==> src/rtl/regfile_wport_arbiter.sv <==
// Register-file write-port arbiter.
// Shares the single regfile write port between the writeback stage (WB) and
// the multi-cycle multiply/divide unit (MDU). MDU results wait in a small
// FIFO and take idle write slots. A starvation counter stalls WB once a
// queued result has been denied for STARVE_LIMIT cycles. A per-register busy
// scoreboard tracks outstanding MDU destinations for decode hazard stalls.
//
// Ports:
//   clk, rst                         clock, synchronous active-high reset
//   wb_valid/wb_index/wb_data        WB write request; wb_stall = hold WB
//   mdu_issue/mdu_issue_index        MDU issue (sets busy); mdu_issue_ready
//   mdu_valid/mdu_index/mdu_data     MDU result; mdu_ready = FIFO not full
//   hz_index_1/hz_index_2, hz_stall  decode source hazard check
//   wen/windex/wdata                 regfile write port (combinational)
//   waw_err                          sticky: WB wrote a busy register
module regfile_wport_arbiter #(
  parameter int FIFO_DEPTH   = 2,
  parameter int STARVE_LIMIT = 4
) (
  input  logic        clk,
  input  logic        rst,
  input  logic        wb_valid,
  input  logic [4:0]  wb_index,
  input  logic [31:0] wb_data,
  output logic        wb_stall,
  input  logic        mdu_issue,
  input  logic [4:0]  mdu_issue_index,
  output logic        mdu_issue_ready,
  input  logic        mdu_valid,
  input  logic [4:0]  mdu_index,
  input  logic [31:0] mdu_data,
  output logic        mdu_ready,
  input  logic [4:0]  hz_index_1,
  input  logic [4:0]  hz_index_2,
  output logic        hz_stall,
  output logic        wen,
  output logic [4:0]  windex,
  output logic [31:0] wdata,
  output logic        waw_err
);

  localparam int PW = (FIFO_DEPTH > 1) ? $clog2(FIFO_DEPTH) : 1;
  localparam int CW = PW + 1;
  localparam int SW = $clog2(STARVE_LIMIT + 1);
  localparam logic [CW-1:0] DEPTH_C = CW'(FIFO_DEPTH);
  localparam logic [CW-1:0] CNT_ONE = CW'(1);
  localparam logic [PW-1:0] PTR_ONE = PW'(1);
  localparam logic [SW-1:0] LIMIT_C = SW'(STARVE_LIMIT);
  localparam logic [SW-1:0] STV_ONE = SW'(1);

  logic [4:0]    fifo_idx  [FIFO_DEPTH];
  logic [31:0]   fifo_data [FIFO_DEPTH];
  logic [PW-1:0] rd_ptr;
  logic [PW-1:0] wr_ptr;
  logic [CW-1:0] count;
  logic [31:0]   busy;
  logic [31:0]   busy_nxt;
  logic [SW-1:0] starve_cnt;
  logic          waw_q;

  logic          empty;
  logic          full;
  logic          wb_req;
  logic          force_mdu;
  logic          grant_wb;
  logic          grant_mdu;
  logic          push;
  logic          issue_ok;
  logic          do_set;
  logic [4:0]    head_idx;
  logic [31:0]   head_data;

  always_comb begin
    empty     = (count == '0);
    full      = (count == DEPTH_C);
    head_idx  = fifo_idx[rd_ptr];
    head_data = fifo_data[rd_ptr];
    wb_req    = wb_valid && (wb_index != 5'd0);
    force_mdu = (starve_cnt >= LIMIT_C) && !empty;
    grant_wb  = wb_req && !force_mdu;
    grant_mdu = !grant_wb && !empty;
    // r0 results are acknowledged but never occupy a FIFO slot
    push      = mdu_valid && !full && (mdu_index != 5'd0);
    issue_ok  = !busy[mdu_issue_index] || (mdu_issue_index == 5'd0);
    do_set    = mdu_issue && issue_ok && (mdu_issue_index != 5'd0);

    busy_nxt = busy;
    if (grant_mdu) busy_nxt[head_idx] = 1'b0;
    if (do_set)    busy_nxt[mdu_issue_index] = 1'b1;
    busy_nxt[0] = 1'b0;

    wen             = !rst && (grant_wb || grant_mdu);
    windex          = grant_wb ? wb_index : head_idx;
    wdata           = grant_wb ? wb_data : head_data;
    wb_stall        = !rst && wb_req && grant_mdu;
    mdu_ready       = !rst && !full;
    mdu_issue_ready = !rst && issue_ok;
    // uses the pre-clear busy value: the regfile read this cycle is still stale
    hz_stall        = !rst && (busy[hz_index_1] || busy[hz_index_2]);
    waw_err         = waw_q;
  end

  always_ff @(posedge clk) begin
    if (!rst && push) begin
      fifo_idx[wr_ptr]  <= mdu_index;
      fifo_data[wr_ptr] <= mdu_data;
    end
  end

  always_ff @(posedge clk) begin
    if (rst) begin
      rd_ptr     <= '0;
      wr_ptr     <= '0;
      count      <= '0;
      busy       <= '0;
      starve_cnt <= '0;
      waw_q      <= 1'b0;
    end else begin
      if (push)      wr_ptr <= wr_ptr + PTR_ONE;
      if (grant_mdu) rd_ptr <= rd_ptr + PTR_ONE;
      unique case ({push, grant_mdu})
        2'b10:   count <= count + CNT_ONE;
        2'b01:   count <= count - CNT_ONE;
        default: count <= count;
      endcase
      busy <= busy_nxt;
      if (grant_mdu || empty)         starve_cnt <= '0;
      else if (starve_cnt != LIMIT_C) starve_cnt <= starve_cnt + STV_ONE;
      if (grant_wb && busy[wb_index]) waw_q <= 1'b1;
    end
  end

endmodule

==> config.mk <==
export PLATFORM = sky130hd
export DESIGN_NAME = regfile_wport_arbiter
export DESIGN_NICKNAME = d
export VERILOG_FILES = /design/src/rtl/regfile_wport_arbiter.sv
export SDC_FILE = /design/constraint.sdc
export NUM_CORES = 1
export LEC_CHECK = 0
export CAP_MARGIN = 10
export CORE_MARGIN = 2
export CORE_UTILIZATION = 35
export CTS_CLUSTER_DIAMETER = 150
export DETAILED_ROUTE_END_ITERATION = 10
export SLEW_MARGIN = 30
export SYNTH_ARGS = -nofsm -noshare
export SYNTH_HDL_FRONTEND = slang
export SYNTH_SLANG_ARGS = --single-unit
==> constraint.sdc <==
create_clock -name clk -period 5.5 [get_ports clk]
set_clock_uncertainty 0.2 [all_clocks]
set_input_delay 0.55 -clock clk [delete_from_list [all_inputs] [get_ports clk]]
set_output_delay 0.55 -clock clk [all_outputs]
set_load 0.02 [all_outputs]
# [Word-level counts from Yosys, hierarchy flattened]
# Memory sizes are Yosys's and may differ from the RTL's. A register that Yosys moved wholly into a read port is not among the register bits.
# Cells that the tools add are included.
[word_totals] inputBits=94 wordCells=87 ff_bits=40 mem_count=2 ramBits=74
[mem_list] memory="fifo_data" depth=2 word_bits=32 read_ports=1 rd_ports_with_merged_regs=1 write_ports=1 line_no="52" rtl="logic [31:0] fifo_data [FIFO_DEPTH];"
[mem_list] memory="fifo_idx" depth=2 word_bits=5 read_ports=1 rd_ports_with_merged_regs=1 write_ports=1 line_no="51" rtl="logic [4:0] fifo_idx [FIFO_DEPTH];"
[op_classes] n_addsub=5 reduce_logical=35 muxes=23 eq_ne=4 bitwise=3 order_cmp=8
[op_table] op="$mux 32" count=3
[op_table] op="$and 32x32->32" count=1
[op_table] op="$not 32->32" count=1
[op_table] op="$or 32x32->32" count=1
[op_table] op="$lt 5x6->1 const B" count=5
[op_table] op="$bmux 1 s5" count=4
[op_table] op="$logic_and 1x1->1" count=18
[op_table] op="$reduce_bool 5->1" count=3
[op_table] op="$mux 1" count=12
[op_table] op="$demux 1 s5" count=2
[op_table] op="$ge 5x1->1 const B" count=2
[op_table] op="$logic_not 1->1" count=6
[op_table] op="$logic_not 5->1" count=1
[op_table] op="$mux 5" count=1
[op_table] op="$eq 2x2->1 const B" count=2
[op_table] op="$logic_or 1x1->1" count=4
[op_table] op="$pmux 2 s2" count=1
[op_table] op="$add 3x1->3 const B" count=1
[op_table] op="$ge 3x3->1 const B" count=1
[op_table] op="$ne 3x3->1 const B" count=1
[op_table] op="$add 1x1->1 const B" count=2
[op_table] op="$add 2x1->2 const B" count=1
[op_table] op="$eq 2x1->1 const B" count=1
[op_table] op="$logic_not 2->1" count=1
[op_table] op="other kinds (3)" count=3

# [Depth between registers and ports, before layout]
# Gate-level depths: netlist of run 1.
[depth] word_depth=10 depth_mapped=9 mapped_depth_nobuf=7

# [Worst setup path after synthesis of run 1]
# No wires, ideal clock.
[synth_path] path_type="input to register" start="input port rst" end="memory fifo_data[1][0] (enable)" t_arrival_ps=3691 required_ps=4815 n_path_buf=2 path_slack_ps=1124 setup_time_ps=485 path_stages=3 path_cell_list="clkbuf_1 -> clkbuf_1 -> nor3b_1"
[synth_via] elab_chain_cells=4
[synth_lines] element="start: declaration" line_no="21" rtl="input logic rst,"
[synth_lines] element="$logic_not 1->1" line_no="104" rtl="if (!rst && push) begin"
[synth_lines] element="$logic_and 1x1->1" line_no="104"
[synth_lines] element="$mux 1" line_no="104"
[synth_lines] element="$mux 1 (implied by the code)" line_no="106" rtl="fifo_data[wr_ptr] <= mdu_data;"
[synth_lines] element="end: declaration" line_no="52"
# No other way between the ends.

# [Worst setup path in the final report of run 1]
[layout_path] start="input port wb_index[2]" end="output port windex[3]"
[layout_via] elab_chain_cells=4
[layout_lines] element="start: declaration" line_no="23" rtl="input logic [4:0] wb_index,"
[layout_lines] element="$reduce_bool 5->1" line_no="78" rtl="wb_req = wb_valid && (wb_index != 5'd0);"
[layout_lines] element="$logic_and 1x1->1" line_no="78"
[layout_lines] element="$logic_and 1x1->1" line_no="80" rtl="grant_wb = wb_req && !force_mdu;"
[layout_lines] element="$mux 5" line_no="93" rtl="windex = grant_wb ? wb_index : head_idx;"
[layout_lines] element="end: declaration" line_no="37" rtl="output logic [4:0] windex,"
# No other way between the ends.

==> out/results.ini, run 1 <==
[outcome]
outcome = complete, no violations

[detailed_routing]
routedWlPerCell_um = 19.7
drc_errors = 0
drtAntennaViolNets = 0
drt_iter0_drc = 387
vias_per_cell = 5.51
vias = 4830
routed_wirelength_um = 17300
first_pass_iters = 5

[cells_and_area]
final_core_util_pct = 49.0
regArea_um2 = 3020
stdcell_area_um2 = 8180
fin_nets = 741
fillers = 1471
instances_no_fill = 877
final_common_cell = clkdlybuf4s50_1
multi_input_area_um2 = 2820
antennaDiodeCount = 0
syn2layout_area_growth_pct = 36.1
drive_gt1_share_pct = 12.3
final_cell_mix = clkdlybuf4s50_1, edfxtp_1, mux2i_1, nand2_1, o21ai_0

[synth]
syn-cell-area_um2 = 6010
synth-warning-count = 0
ys_seq_elements = 114
synth_cell_types = 65
synthArstFlopShare_pct = 0
synth_top_cells_by_area = edfxtp_1, dfxtp_1, mux2i_1, mux4_2, o21ai_0
ys.flop_type = edfxtp_1
synth_area_leader_cell = edfxtp_1
syn_area_per_cell_um2 = 11.7
synth-edff-count = 74
ys_seq_area_share_pct = 50.3
synth_top_area_share_pct = 37.0
syn-num-nets = 613
synthCells = 516

[clock_network]
postCtsSetupBuffers = 0
ctsHtreeMaxLevel = 4
clkLatencyLatePin_ns = 0.41
cts_tree = done
cts_root_buf = clkbuf_16
path_clk_slew_ns = 0.05
holdBufCountCts = 0
clock-sinks = 114
cts-buffers-inserted = 17
cts_max_path_buffers = 2
cts_resized = 0

[floorplanning]
die_w_um = 135
fp-row-count = 47
die_h_um = 135
core_um2 = 16700
initial_core_util_pct = 36.0
pin_count = 137
die_area_um2 = 18200

[critical_path]
start_kind = input pin
r2r_cells = 7
crit_path_frequent_cell = clkdlybuf4s50_1
crit_required_ns = 4.75
cpPeakStageDelay_ns = 0.73
path_class = input pin to output port
cp_top_family = buffers and inverters
worstPathArrival_ns = 3.45
critPathMaxFanout = 12
critPathCaptureType = output port
path_buf_inv = 2
slowest_stage = o211ai_1
r2r-end = count[1]
r2r_start = count[0]
cp_cell_sequence = clkdlybuf4s50_1 -> or4_4 -> o211ai_1 -> nor2_1 -> a21oi_1 -> clkdlybuf4s50_1
worstSetupPathDepth = 6
r2r_setup_slack_ns = 2.44

[hold_path]
whs_endpoint = waw_err
min_from = waw_err
hold_class = flop to flop
worstHoldPathCells = 1

[timing]
setup_ws_ns = 1.30
hold_viol_final = 0
clock.fmax_ghz = 0.238
slew_viol_final = 0
rsz0062_at_grt = false
finalSetupViolCount = 0
final.setup.tns_ns = 0
timing.hold.ws_ns = 0.268
period_share_pct = 76.4
relSlewSlack_pct = 39.1
tightest_slew_ns = 0.901
layout_min_cycle_time_ns = 4.20

[grt]
grtUsageTotal_pct = 19.5
grt_pass1_wl_um = 26900
grt_max_degree = 41
gr-total-overflow = 0
grt_pass1_vias = 4762
antenna_found_initial = 0

[power_and_ir_drop]
p_total_mw = 2.87
leakagePower_nw = 2.79
ir_worst_vdd_mv = 0.330
p_per_area_nw_per_um2 = 351

[placement]
io_buffers = 136
post-place-cells = 845
pre_cts_ws_ns = 1.33
placed_area_um2 = 7580
hpwl_um = 12900
finalWeightedCongestion = 0.919

[run]
cap_violations = 0

registers in the layout (all words and copies together) (netlist names), named ones only:
| register | count |
|---|---|
| fifo_idx | 10 |
| rd_ptr | 1 |
| fifo_data | 64 |
| waw_err | 1 |
| count | 2 |
| wr_ptr | 1 |
| starve_cnt | 3 |
| busy | 31 |
cell families after synthesis:
logic type               share of synthesized area, %
AO/OA/AOI/OAI                                    15.5
flip-flops                                       50.3
AND/OR/NAND/NOR                                  11.8
adder cells (fa/ha/maj)                         0.624
XOR/XNOR                                        0.583
buffers and inverters                            3.06
multiplexers                                     18.2
cell usage after synthesis, types with 4 or more instances:
library cell	count
o311ai_0	4
nor3_1	4
mux2_2	4
a21oi_1	16
nand2_1	52
buf_2	6
dfxtp_1	40
nor2b_1	6
nand2b_1	8
a22o_1	17
buf_1	5
nor3b_1	4
inv_1	8
a31oi_1	11
nor2_1	19
mux2i_1	53
o211ai_1	6
mux4_2	23
o21ai_0	49
nand3_1	10
edfxtp_1	74
a32o_1	5
clkbuf_1	23
a22oi_1	4
worst max-delay path by stage:
stage | end | slack (ns) | start
finish | windex[3] | 1.30 | wb_index[2]
global route | wdata[13] | 1.18 | wb_index[2]
CTS | mdu_issue_ready | 1.33 | mdu_issue_index[0]
detailed placement | mdu_issue_ready | 1.33 | mdu_issue_index[0]
global placement | mdu_issue_ready | 1.35 | mdu_issue_index[0]
floorplan | fifo_data[1][0] | 1.12 | rst
area by class of cell:
type | instances | area share [%]
Clock buffer | 29 | 6.90
Multi-Input combinational cell | 358 | 34.5
Inverter | 8 | 0.367
Timing Repair Buffer | 145 | 17.5
Clock inverter | 3 | 0.489
Sequential cell | 114 | 37.0
Tap cell | 220 | 3.36
worst register-to-register path: stages (launching register included):
cell     delay [ns]
dfxtp_1        0.38
o21ai_0        0.25
o211a_2        0.75
buf_4          0.44
nor2_1         0.13
ha_1           0.36
or3_1          0.35
a21oi_1        0.14
metal layers:
metal	up-vias	share of wire, %	GRT usage [%]
met5	-	0	0
met4	0	1.3	6.77
met3	16	7.8	6.01
met2	209	48	31.7
met1	2321	43	24.8
li1	2284	-	-
report_power, final:
group	internal [mW]	total (mW)	switching (mW)
clock network	0.737	1.09	0.357
registers	0.991	1.07	0.0783
logic	0.325	0.706	0.380
total	2.05	2.87	0.815
No activity file was read; power rests on OpenSTA's default activity.
==> run 2, diff against run 1 <==
- clock period: 5.5 -> 3.7 ns (I/O delays scaled with it)
==> out/results.ini, run 2 (synthesized netlist as in run 1, its figures left out) <==
[outcome]
outcome = complete, no violations

[timing]
layout_min_cycle_time_ns = 3.54
rsz0062_at_grt = false
relSlewSlack_pct = 36.7  ; -2.4 points
timing.hold.ws_ns = 0.263  ; -0.00579 ns
slew_viol_final = 0  ; unchanged
hold_viol_final = 0  ; unchanged
period_share_pct = 95.6
clock.fmax_ghz = 0.283
setup_ws_ns = 0.164  ; -1.14 ns
tightest_slew_ns = 0.937  ; +0.0359 ns
finalSetupViolCount = 0  ; unchanged
final.setup.tns_ns = 0  ; unchanged

[grt]
grtUsageTotal_pct = 19.3  ; -0.24 points
gr-total-overflow = 0  ; unchanged
grt_max_degree = 40  ; -2.4%
grt_pass1_vias = 4848  ; +1.8%
antenna_found_initial = 0  ; unchanged
grt_pass1_wl_um = 26600  ; -1.1%

[cells_and_area]
largest_reg_flops = 64  ; unchanged
regMostFlops = fifo_data
reg_top3 = fifo_data: 64 flops, busy: 31 flops, fifo_idx: 10 flops
fillers = 1500  ; +2.0%
final_common_cell = clkdlybuf4s50_1
syn2layout_area_growth_pct = 38.5
drive_gt1_share_pct = 14.5  ; +2.2 points
final_cell_mix = clkdlybuf4s50_1, edfxtp_1, mux2i_1, nand2_1, o21ai_0
fin_nets = 752  ; +1.5%
antennaDiodeCount = 0  ; unchanged

[run]
cap_violations = 0  ; unchanged

[critical_path]
worstPathArrival_ns = 2.97  ; -0.48 ns
path_class = input pin to output port
critPathMaxFanout = 28  ; +16
critPathCaptureType = output port
start_kind = input pin
crit_required_ns = 3.13  ; -1.62 ns

[clock_network]
cts-buffers-inserted = 17  ; unchanged
cts_root_buf = clkbuf_16
cts_resized = 0  ; unchanged
ctsHtreeMaxLevel = 4  ; unchanged
clock-sinks = 114  ; unchanged
path_clk_slew_ns = 0.06  ; about the same
clkLatencyLatePin_ns = 0.41  ; about the same
postCtsSetupBuffers = 0  ; unchanged
holdBufCountCts = 0  ; unchanged
cts_max_path_buffers = 2  ; unchanged
cts_tree = done

[floorplanning]
pin_count = 137  ; unchanged
die_area_um2 = 18200  ; unchanged
die_w_um = 135  ; unchanged
fp-row-count = 47  ; unchanged
die_h_um = 135  ; unchanged
initial_core_util_pct = 36.0  ; unchanged
core_um2 = 16700  ; unchanged

[detailed_routing]
drt_iter0_drc = 238  ; -39%
drc_errors = 0  ; unchanged
vias_per_cell = 5.53  ; +0.34%
vias = 4907  ; +1.6%
drtAntennaViolNets = 0  ; unchanged
routed_wirelength_um = 17200  ; -0.31%
routedWlPerCell_um = 19.4  ; -1.5%
first_pass_iters = 5  ; unchanged

[placement]
io_buffers = 136  ; unchanged
hpwl_um = 13000  ; +1.1%
finalWeightedCongestion = 0.962  ; +4.8%
pre_cts_ws_ns = 0.183  ; -1.14 ns

[power_and_ir_drop]
p_per_area_nw_per_um2 = 523  ; +49%
leakagePower_nw = 2.85  ; +2.1%
ir_worst_vdd_mv = 0.314  ; -4.8%

[hold_path]
hold_class = flop to flop

run 2: power breakdown:
group	internal, mW	switching [mW]	total [mW]
sequential	1.47	0.0605	1.53
combinational	0.502	0.628	1.13
clock	1.12	0.574	1.69
total	3.10	1.26	4.36
run 2: cell type report:
class / count / area, um^2 / area share [%]
repair buffers: 156 / 1550 / 18.6
well taps: 220 / 275 / 3.30
flip-flops and latches: 114 / 3020 / 36.3
multi-input cells: 358 / 2830 / 34.0
clock buffers: 18 / 429 / 5.15
inverters: 8 / 30.0 / 0.361
clock inverters: 14 / 189 / 2.27
run 2: final timing paths:
path	startpoint	end	slack (ns)	cells after the start
setup / recovery	wb_index[3]	wdata[22]	0.16	6
hold / removal	waw_err	waw_err	0.26	1
setup reg to reg	count[0]	count[1]	1.12	7
hold reg to reg	waw_err	waw_err	0.26	1
run 2: stage by stage:
stage	cell area, um^2	cells	utilization (%)	power [mW]
2_1_floorplan	6020	516	-	2.22
3_3_place_gp	7710	856	46.1	2.67
3_5_place_dp	7710	856	46.1	2.69
4_1_cts	8320	888	49.8	4.41
5_1_grt	8330	888	49.9	4.55
6_report	8330	888	49.9	4.36
run 2: routing by layer:
layer / routed length (um) / vias to the layer above / track usage, %
li1: - / 2323 / -
met1: 7220 / 2347 / 24.0
met2: 8420 / 210 / 31.7
met3: 1250 / 27 / 5.67
met4: 324 / 0 / 7.58
met5: 0 / - / 0
run 2: critical path, cell delays in order:
cell	delay, ns
clkdlybuf4s50_1	0.53
or4_4	0.59
o211a_2	0.38
buf_12	0.20
o21ai_0	0.24
clkdlybuf4s50_1	0.65
==> run 3, diff against run 2 <==
- CORE_MARGIN: 2 -> 3
- PLACE_DENSITY: default -> 0.68
==> out/results.ini, run 3 (synthesized netlist as in run 1, its figures left out) <==
[floorplanning]
die_area_um2 = 18800  ; +3.0%
pin_count = 137  ; unchanged
core_um2 = 16700  ; unchanged
initial_core_util_pct = 36.0  ; unchanged
die_h_um = 137  ; +1.5%
fp-row-count = 47  ; unchanged
die_w_um = 137  ; +1.5%

[hold_path]
worstHoldPathCells = 1  ; unchanged
min_from = starve_cnt[0]
hold_class = flop to flop

[critical_path]
crit_required_ns = 3.13  ; about the same
cp_top_family = buffers and inverters
r2r_setup_slack_ns = 1.28  ; +0.16 ns
r2r_cells = 5  ; -2
crit_path_frequent_cell = clkdlybuf4s50_1
path_buf_inv = 2  ; -1
critPathMaxFanout = 8  ; -71%
startpoint = hz_index_2[0]
slowest_stage = clkdlybuf4s50_1
worstSetupPathDepth = 7  ; +1
critPathCaptureType = output port
worstPathArrival_ns = 2.92  ; -0.05 ns
cp_cell_sequence = clkdlybuf4s50_1 -> mux4_2 -> nor3b_1 -> a21oi_1 -> o211ai_1 -> o311ai_0 -> clkdlybuf4s50_1
start_kind = input pin
cpPeakStageDelay_ns = 0.70  ; +0.05 ns
path_class = input pin to output port

[timing]
tightest_slew_ns = 0.848  ; -0.0887 ns
clock.fmax_ghz = 0.287  ; +1.5%
setup_ws_ns = 0.215  ; +0.0506 ns
finalSetupViolCount = 0  ; unchanged
rsz0062_at_grt = false
relSlewSlack_pct = 42.7  ; +6.0 points
slew_viol_final = 0  ; unchanged
period_share_pct = 94.2  ; -1.4 points
layout_min_cycle_time_ns = 3.49  ; -0.0506 ns
final.setup.tns_ns = 0  ; unchanged
hold_viol_final = 0  ; unchanged

[cells_and_area]
drive_gt1_share_pct = 13.8  ; -0.69 points
instances_no_fill = 885  ; -0.34%
reg_top3 = fifo_data: 64 flops, busy: 31 flops, fifo_idx: 10 flops
syn2layout_area_growth_pct = 37.0
final_common_cell = clkdlybuf4s50_1
antennaDiodeCount = 0  ; unchanged
largest_reg_flops = 64  ; unchanged
final_cell_mix = clkdlybuf4s50_1, edfxtp_1, mux2i_1, nand2_1, o21ai_0
fin_nets = 749  ; -0.40%
regMostFlops = fifo_data

[run]
cap_violations = 0  ; unchanged

[power_and_ir_drop]
p_per_area_nw_per_um2 = 512  ; -2.2%
ir_worst_vdd_mv = 0.358  ; +14%
leakagePower_nw = 2.81  ; -1.4%

[detailed_routing]
routedWlPerCell_um = 19.6  ; +1.2%
vias_per_cell = 5.60  ; +1.4%
drt_iter0_drc = 409  ; +72%
first_pass_iters = 6  ; +1
drc_errors = 0  ; unchanged
vias = 4957  ; +1.0%
routed_wirelength_um = 17400  ; +0.84%
drtAntennaViolNets = 0  ; unchanged

[grt]
grt_max_degree = 75  ; +88%
grt_pass1_vias = 5136  ; +5.9%
grt_pass1_wl_um = 27000  ; +1.3%
antenna_found_initial = 0  ; unchanged
gr-total-overflow = 0  ; unchanged
grtUsageTotal_pct = 18.8  ; -0.49 points

[placement]
finalWeightedCongestion = 0.914  ; -5.0%
pre_cts_ws_ns = 0.119  ; -0.0631 ns
post-place-cells = 853  ; -0.35%
hpwl_um = 12600  ; -2.9%
io_buffers = 136  ; unchanged

[clock_network]
cts_resized = 0  ; unchanged
clock-sinks = 114  ; unchanged
clkLatencyLatePin_ns = 0.41  ; about the same
cts-buffers-inserted = 17  ; unchanged
holdBufCountCts = 0  ; unchanged
ctsHtreeMaxLevel = 4  ; unchanged
path_clk_slew_ns = 0.05  ; about the same
cts_root_buf = clkbuf_16
postCtsSetupBuffers = 0  ; unchanged
cts_max_path_buffers = 2  ; unchanged
cts_tree = done

[outcome]
outcome = complete, no violations

run 3: final timing paths:
check | end
max | hz_stall
min | starve_cnt[0]
max reg2reg | busy[19]
min reg2reg | starve_cnt[0]
run 3: layout make-up:
| cell class | count | area (um^2) |
|---|---|---|
| Clock inverter | 15 | 144 |
| Tap cell | 220 | 275 |
| Multi-Input combinational cell | 358 | 2830 |
| Fill cell | 1508 | 8470 |
| Inverter | 8 | 30.0 |
| Sequential cell | 114 | 3020 |
| Clock buffer | 17 | 425 |
| Timing Repair Buffer | 153 | 1500 |
run 3: power by group:
part | internal, mW | switching (mW)
Sequential | 1.47 | 0.0924
Clock | 0.979 | 0.576
Combinational | 0.496 | 0.600
run 3: metrics by stage:
stage	util (%)	hold slack (ns)	area [um^2]	total power, mW
final	49.3	0.265	8240	4.22
after global routing	49.3	0.288	8240	4.40
after CTS	49.3	0.263	8230	4.24
after detailed placement	45.9	0.256	7660	2.68
after global placement	45.9	0.246	7660	2.66
after floorplan	-	0.229	6020	2.22
run 3: per-layer routing:
| metal | global-route usage, % | routed length [um] | share of wire, % |
|---|---|---|---|
| met1 | 22.3 | 6850 | 39 |
| met2 | 31.0 | 8320 | 48 |
| met3 | 7.06 | 1700 | 9.8 |
| met4 | 7.26 | 496 | 2.9 |
| met5 | 0 | 0 | 0 |
